[src/rtl/main_control_fsm.sv]
// Multi-cycle main control unit: sequences fetch/decode/execute/memory/writeback,
// drives the datapath selects and strobes, counts retired instructions and traps.
module main_control_fsm #(
    parameter int CNT_W = 32
) (
    input  logic             clk,
    input  logic             rst,
    input  logic [6:0]       opcode,
    input  logic             instr_valid,
    input  logic             mem_ready,
    output logic [1:0]       alu_op,
    output logic             alu_src_a,
    output logic [1:0]       alu_src_b,
    output logic             pc_write,
    output logic             pc_write_cond,
    output logic             pc_src,
    output logic             ir_write,
    output logic             mem_read,
    output logic             mem_write,
    output logic             reg_write,
    output logic             mem_to_reg,
    output logic             illegal,
    output logic [CNT_W-1:0] instret
);

    localparam logic [6:0] OP_R    = 7'b0110011;
    localparam logic [6:0] OP_LW   = 7'b0000011;
    localparam logic [6:0] OP_SW   = 7'b0100011;
    localparam logic [6:0] OP_BEQ  = 7'b1100011;

    typedef enum logic [3:0] {
        S_FETCH,
        S_DECODE,
        S_EXEC_R,
        S_EXEC_ADDR,
        S_EXEC_BR,
        S_MEM_RD,
        S_MEM_WR,
        S_WB_R,
        S_WB_MEM,
        S_TRAP
    } state_e;

    state_e           state_q, state_d;
    logic [CNT_W-1:0] instret_q, instret_d;
    logic             illegal_q, illegal_d;
    logic             retire;

    always_ff @(posedge clk) begin
        if (rst) begin
            state_q   <= S_FETCH;
            instret_q <= '0;
            illegal_q <= 1'b0;
        end else begin
            state_q   <= state_d;
            instret_q <= instret_d;
            illegal_q <= illegal_d;
        end
    end

    // Next state, retirement and trap flag.
    always_comb begin
        state_d   = state_q;
        retire    = 1'b0;
        illegal_d = illegal_q;
        unique case (state_q)
            S_FETCH: begin
                if (instr_valid) state_d = S_DECODE;
            end
            S_DECODE: begin
                unique case (opcode)
                    OP_R:          state_d = S_EXEC_R;
                    OP_LW, OP_SW:  state_d = S_EXEC_ADDR;
                    OP_BEQ:        state_d = S_EXEC_BR;
                    default: begin
                        state_d   = S_TRAP;
                        illegal_d = 1'b1;
                    end
                endcase
            end
            S_EXEC_R:    state_d = S_WB_R;
            S_EXEC_ADDR: state_d = (opcode == OP_LW) ? S_MEM_RD : S_MEM_WR;
            S_EXEC_BR: begin
                state_d = S_FETCH;
                retire  = 1'b1;
            end
            S_MEM_RD: begin
                if (mem_ready) state_d = S_WB_MEM;
            end
            S_MEM_WR: begin
                if (mem_ready) begin
                    state_d = S_FETCH;
                    retire  = 1'b1;
                end
            end
            S_WB_R, S_WB_MEM: begin
                state_d = S_FETCH;
                retire  = 1'b1;
            end
            S_TRAP:  state_d = S_TRAP;
            default: state_d = S_FETCH;
        endcase
        instret_d = retire ? instret_q + CNT_W'(1) : instret_q;
    end

    // Moore decode per state; FETCH strobes follow instr_valid; reset forces idle values.
    always_comb begin
        alu_op        = 2'b00;
        alu_src_a     = 1'b0;
        alu_src_b     = 2'b00;
        pc_write      = 1'b0;
        pc_write_cond = 1'b0;
        pc_src        = 1'b0;
        ir_write      = 1'b0;
        mem_read      = 1'b0;
        mem_write     = 1'b0;
        reg_write     = 1'b0;
        mem_to_reg    = 1'b0;
        unique case (state_q)
            S_FETCH: begin
                alu_src_b = 2'b01;
                ir_write  = instr_valid;
                pc_write  = instr_valid;
            end
            S_DECODE: begin
                alu_src_b = 2'b10;
            end
            S_EXEC_R: begin
                alu_op    = 2'b10;
                alu_src_a = 1'b1;
            end
            S_EXEC_ADDR: begin
                alu_src_a = 1'b1;
                alu_src_b = 2'b10;
            end
            S_EXEC_BR: begin
                alu_op        = 2'b01;
                alu_src_a     = 1'b1;
                pc_write_cond = 1'b1;
                pc_src        = 1'b1;
            end
            S_MEM_RD: mem_read  = 1'b1;
            S_MEM_WR: mem_write = 1'b1;
            S_WB_R:   reg_write = 1'b1;
            S_WB_MEM: begin
                reg_write  = 1'b1;
                mem_to_reg = 1'b1;
            end
            default: ;
        endcase
        if (rst) begin
            alu_op        = 2'b00;
            alu_src_a     = 1'b0;
            alu_src_b     = 2'b01;
            pc_write      = 1'b0;
            pc_write_cond = 1'b0;
            pc_src        = 1'b0;
            ir_write      = 1'b0;
            mem_read      = 1'b0;
            mem_write     = 1'b0;
            reg_write     = 1'b0;
            mem_to_reg    = 1'b0;
        end
    end

    assign illegal = illegal_q & ~rst;
    assign instret = rst ? '0 : instret_q;

endmodule

[config.mk]
export PLATFORM = sky130hd
export DESIGN_NAME = main_control_fsm
export DESIGN_NICKNAME = d
export VERILOG_FILES = /design/src/rtl/main_control_fsm.sv
export SDC_FILE = /design/constraint.sdc
export NUM_CORES = 1
export LEC_CHECK = 0
export BUFFER_PORTS_ARGS = -buffer_cell sky130_fd_sc_hd__buf_4
export CAP_MARGIN = 10
export CELL_PAD_IN_SITES_DETAIL_PLACEMENT = 1
export CELL_PAD_IN_SITES_GLOBAL_PLACEMENT = 2
export CORE_MARGIN = 3
export CORE_UTILIZATION = 29
export CTS_CLUSTER_SIZE = 30
export DETAILED_ROUTE_END_ITERATION = 16
export PLACE_DENSITY = 0.84
export SLEW_MARGIN = 15
export SYNTH_ARGS = -nofsm -noshare
export SYNTH_HDL_FRONTEND = slang
export SYNTH_SLANG_ARGS = --single-unit
export TNS_END_PERCENT = 10
[constraint.sdc]
create_clock -name clk -period 2.25 [get_ports clk]
set_input_delay 0.45 -clock clk [delete_from_list [all_inputs] [get_ports clk]]
set_output_delay 0.45 -clock clk [all_outputs]
set_load 0.02 [all_outputs]
==> run_results.csv <==
group,metric,value,unit
yosys,ys_async_sr_fraction,0,%
global_routing,grt_pass1_wl,11200,µm
cts,cts_tree,"done",
power_and_ir_drop,power_density,435,mW/mm²
timing,worst_slack,63.1,ps
yosys,yosys.cell_count.top_type,"nor2_1",
cts,numCtsBuffers,5,
worst_setup_path,r2r_slack,140,ps
power_and_ir_drop,swShare,27.4,%
timing,slew_violations,0,
power_and_ir_drop,power.switching,358,µW
yosys,syn_inst,297,
floorplanning,die_w,94.5,µm
detailed_routing,drc,0,
power_and_ir_drop,p_comb_share,13.4,%
placement,io_buffers,56,
power_and_ir_drop,p_int,951,µW
detailed_routing,wl_per_cell,14.6,µm
timing,tightest_slew,452,ps
power_and_ir_drop,clock_power_share,35.4,%
detailed_routing,dr.pass1.iters,4,
yosys,synth_top_cell_area_share,32.6,%
cells_and_area,num_antenna_cells,0,
cts,clk_latency,290,ps
yosys,synth_area,0.00227,mm²
timing,holdWs,366,ps
timing,hold_viol,0,
timing,rsz0062_at_grt,"false",
yosys,syn-num-nets,309,
yosys,ys_seq_elements,37,
placement,dpl.hpwl,5120,µm
cells_and_area,fin_cells,463,
run,cap_violations,0,
timing,finalSetupViolCount,0,
global_routing,grt_max_degree,39,
cells_and_area,nFillCells,961,
cts,cts_sinks,37,
floorplanning,io_pins,57,
floorplanning,die_h,94.5,µm
global_routing,grt_pass1_vias,2350,
cells_and_area,layout.nets,375,
worst_setup_path,startpoint_type,"flip-flop",
worst_setup_path,cp_max_fo,13,
yosys,ys_top_cells_by_count,"nor2_1 (45), dfxtp_1 (37), nor2b_1 (29)",
yosys,yosys.area.top_type,"dfxtp_1",
floorplanning,rows,31,
power_and_ir_drop,static-leakage-power,1.14,nW
worst_hold_path,hold_class,"in2reg",
floorplanning,start_util,30.7,%
detailed_routing,route.vias.total,2378,
worst_setup_path,critical_path_class,"reg2out",
floorplanning,die_area,0.00893,mm²
cts,clkSlewWorstSetupHoldPaths,70,ps
timing,fmax,457,MHz
cts,clock_path_buffers,2,
yosys,yosysUniqueCellTypes,45,
timing,final.setup.tns,0,ps
yosys,synth_warnings,0,
status,run_status,"complete, no violations",
cts,cts-root-buf,"clkbuf_8",
yosys,synth_edf_count,0,
yosys,ys.flop_type,"dfxtp_1",
cells_and_area,seqCellArea,743,µm²
yosys,yosysSeqAreaShare,32.6,%
global_routing,antenna_found_initial,0,
cells_and_area,drive_gt1_share,28.6,%
detailed_routing,drt_iter0_drc,76,
detailed_routing,wirelength,6760,µm
cts,postCtsSetupBuffers,0,
floorplanning,coreArea,0.00741,mm²
cells_and_area,post-route-util,40.6,%
power_and_ir_drop,sequentialPowerShare,51.2,%
power_and_ir_drop,ir_drop,175,µV
cells_and_area,syn2layout_area_growth,32.4,%
timing,finClkSkew,5.61,ps
timing,fin_crit_sh,97.2,%
yosys,syn_area_per_cell,7.65,µm²
placement,place_ws,130,ps
worst_setup_path,end_kind,"output port",
detailed_routing,vias_per_cell,5.14,
timing,period_needed,2190,ps
worst_setup_path,critPathRequiredTime,1800,ps
global_routing,grt_overflow,0,
yosys,synthTopCellsByArea,"dfxtp_1 (33%), nor2b_1 (8.0%), nor2_1 (7.4%), xor2_1 (5.0%), o21ai_0 (4.4%)",
placement,place_congestion,0.756,
timing,slew_headroom,69.5,%
cts,h-tree-depth,2,
global_routing,gr-usage-all-layers,15.4,%
placement,placedCellCount,455,
cells_and_area,multi_input_area,0.00144,mm²
worst_setup_path,worstPathArrival,1740,ps
detailed_routing,ant_nets,0,
-- kinds of logic (layout without fill, tap and decap cells) --
family                   count (synthesis)  after routing  share of synthesized area (%)
flip-flops                              37             37                           32.6
AO/OA/AOI/OAI                           59             59                           17.5
multiplexers                             7              7                           3.47
buffers and inverters                   26             93                           4.96
XOR/XNOR                                15             15                           5.79
AND/OR/NAND/NOR                        151            151                           34.7
adder cells (fa/ha/maj)                  2              2                          0.992
-- metrics by stage --
step	total power, mW	instance area (µm²)
after floorplan	0.781	2280
after global placement	0.848	2890
after detailed placement	0.852	2890
after CTS	1.32	2980
after global routing	1.38	3010
final	1.31	3010
-- sequential cells by signal, summed over array words and instances (netlist names) --
| name | flops |
|---|---|
| state_q | 4 |
| illegal_q | 1 |
| instret_q | 32 |
-- final timing paths --
check	from	endpoint	cells past startpoint
setup / recovery	state_q[2]$_SDFFE_PP0P_	pc_write	4
hold / removal	mem_ready	state_q[1]$_SDFFE_PP0P_	2
setup reg to reg	state_q[2]$_SDFFE_PP0P_	instret_q[30]$_SDFFE_PP0P_	5
hold reg to reg	illegal_q$_SDFFE_PP0P_	illegal_q$_SDFFE_PP0P_	2
-- layer usage --
metal / track usage, % / up-vias / part of all wire, %
met5: 0 / - / 0
met3: 4.06 / 6 / 5.5
li1: - / 1182 / -
met4: 3.49 / 0 / 0.84
met2: 26.1 / 48 / 47
met1: 19.7 / 1142 / 47
-- power by group through the flow --
stage	Clock (mW)	Combinational [mW]	Sequential, mW
finish	0.464	0.176	0.670
global route	0.512	0.193	0.671
CTS	0.483	0.170	0.669
detailed placement	0	0.167	0.684
global placement	0	0.165	0.683
floorplan	0	0.0981	0.682
-- cell usage in the layout (no fill, tap or decap), types with 3 or more instances in the layout --
cell        n
a21oi_1    17
buf_4      72
buf_6       4
clkbuf_8    5
dfxtp_1    35
inv_1       9
mux2_2      7
nand2_1    18
nand2b_1    3
nand3_1    12
nand4_1     7
nor2_1     45
nor2b_1    29
nor3_1      9
nor4_1      4
o2111ai_1   8
o21ai_0    20
or3_1       9
or4_1       3
xor2_1     13
-- critical path: stages (launching register included) --
cell     delay [ps]
dfxtp_2         340
buf_6           150
or4_4           540
nor3b_4         260
buf_6           150
-- cell type report --
type	count	area share [%]
Clock inverter	2	0.333
Clock buffer	6	2.41
Sequential cell	37	24.7
Multi-Input combinational cell	234	47.8
Timing Repair Buffer	76	19.5
Tap cell	99	4.12
Inverter	9	1.12
-- repair_timing --
item / CTS / global route
setup endpoints to repair: 2 / 3
resized for setup: 1 / 8
hold buffers: 0 / 0
pin swaps: 1 / 2
No activity file was read; power rests on OpenSTA's default activity.
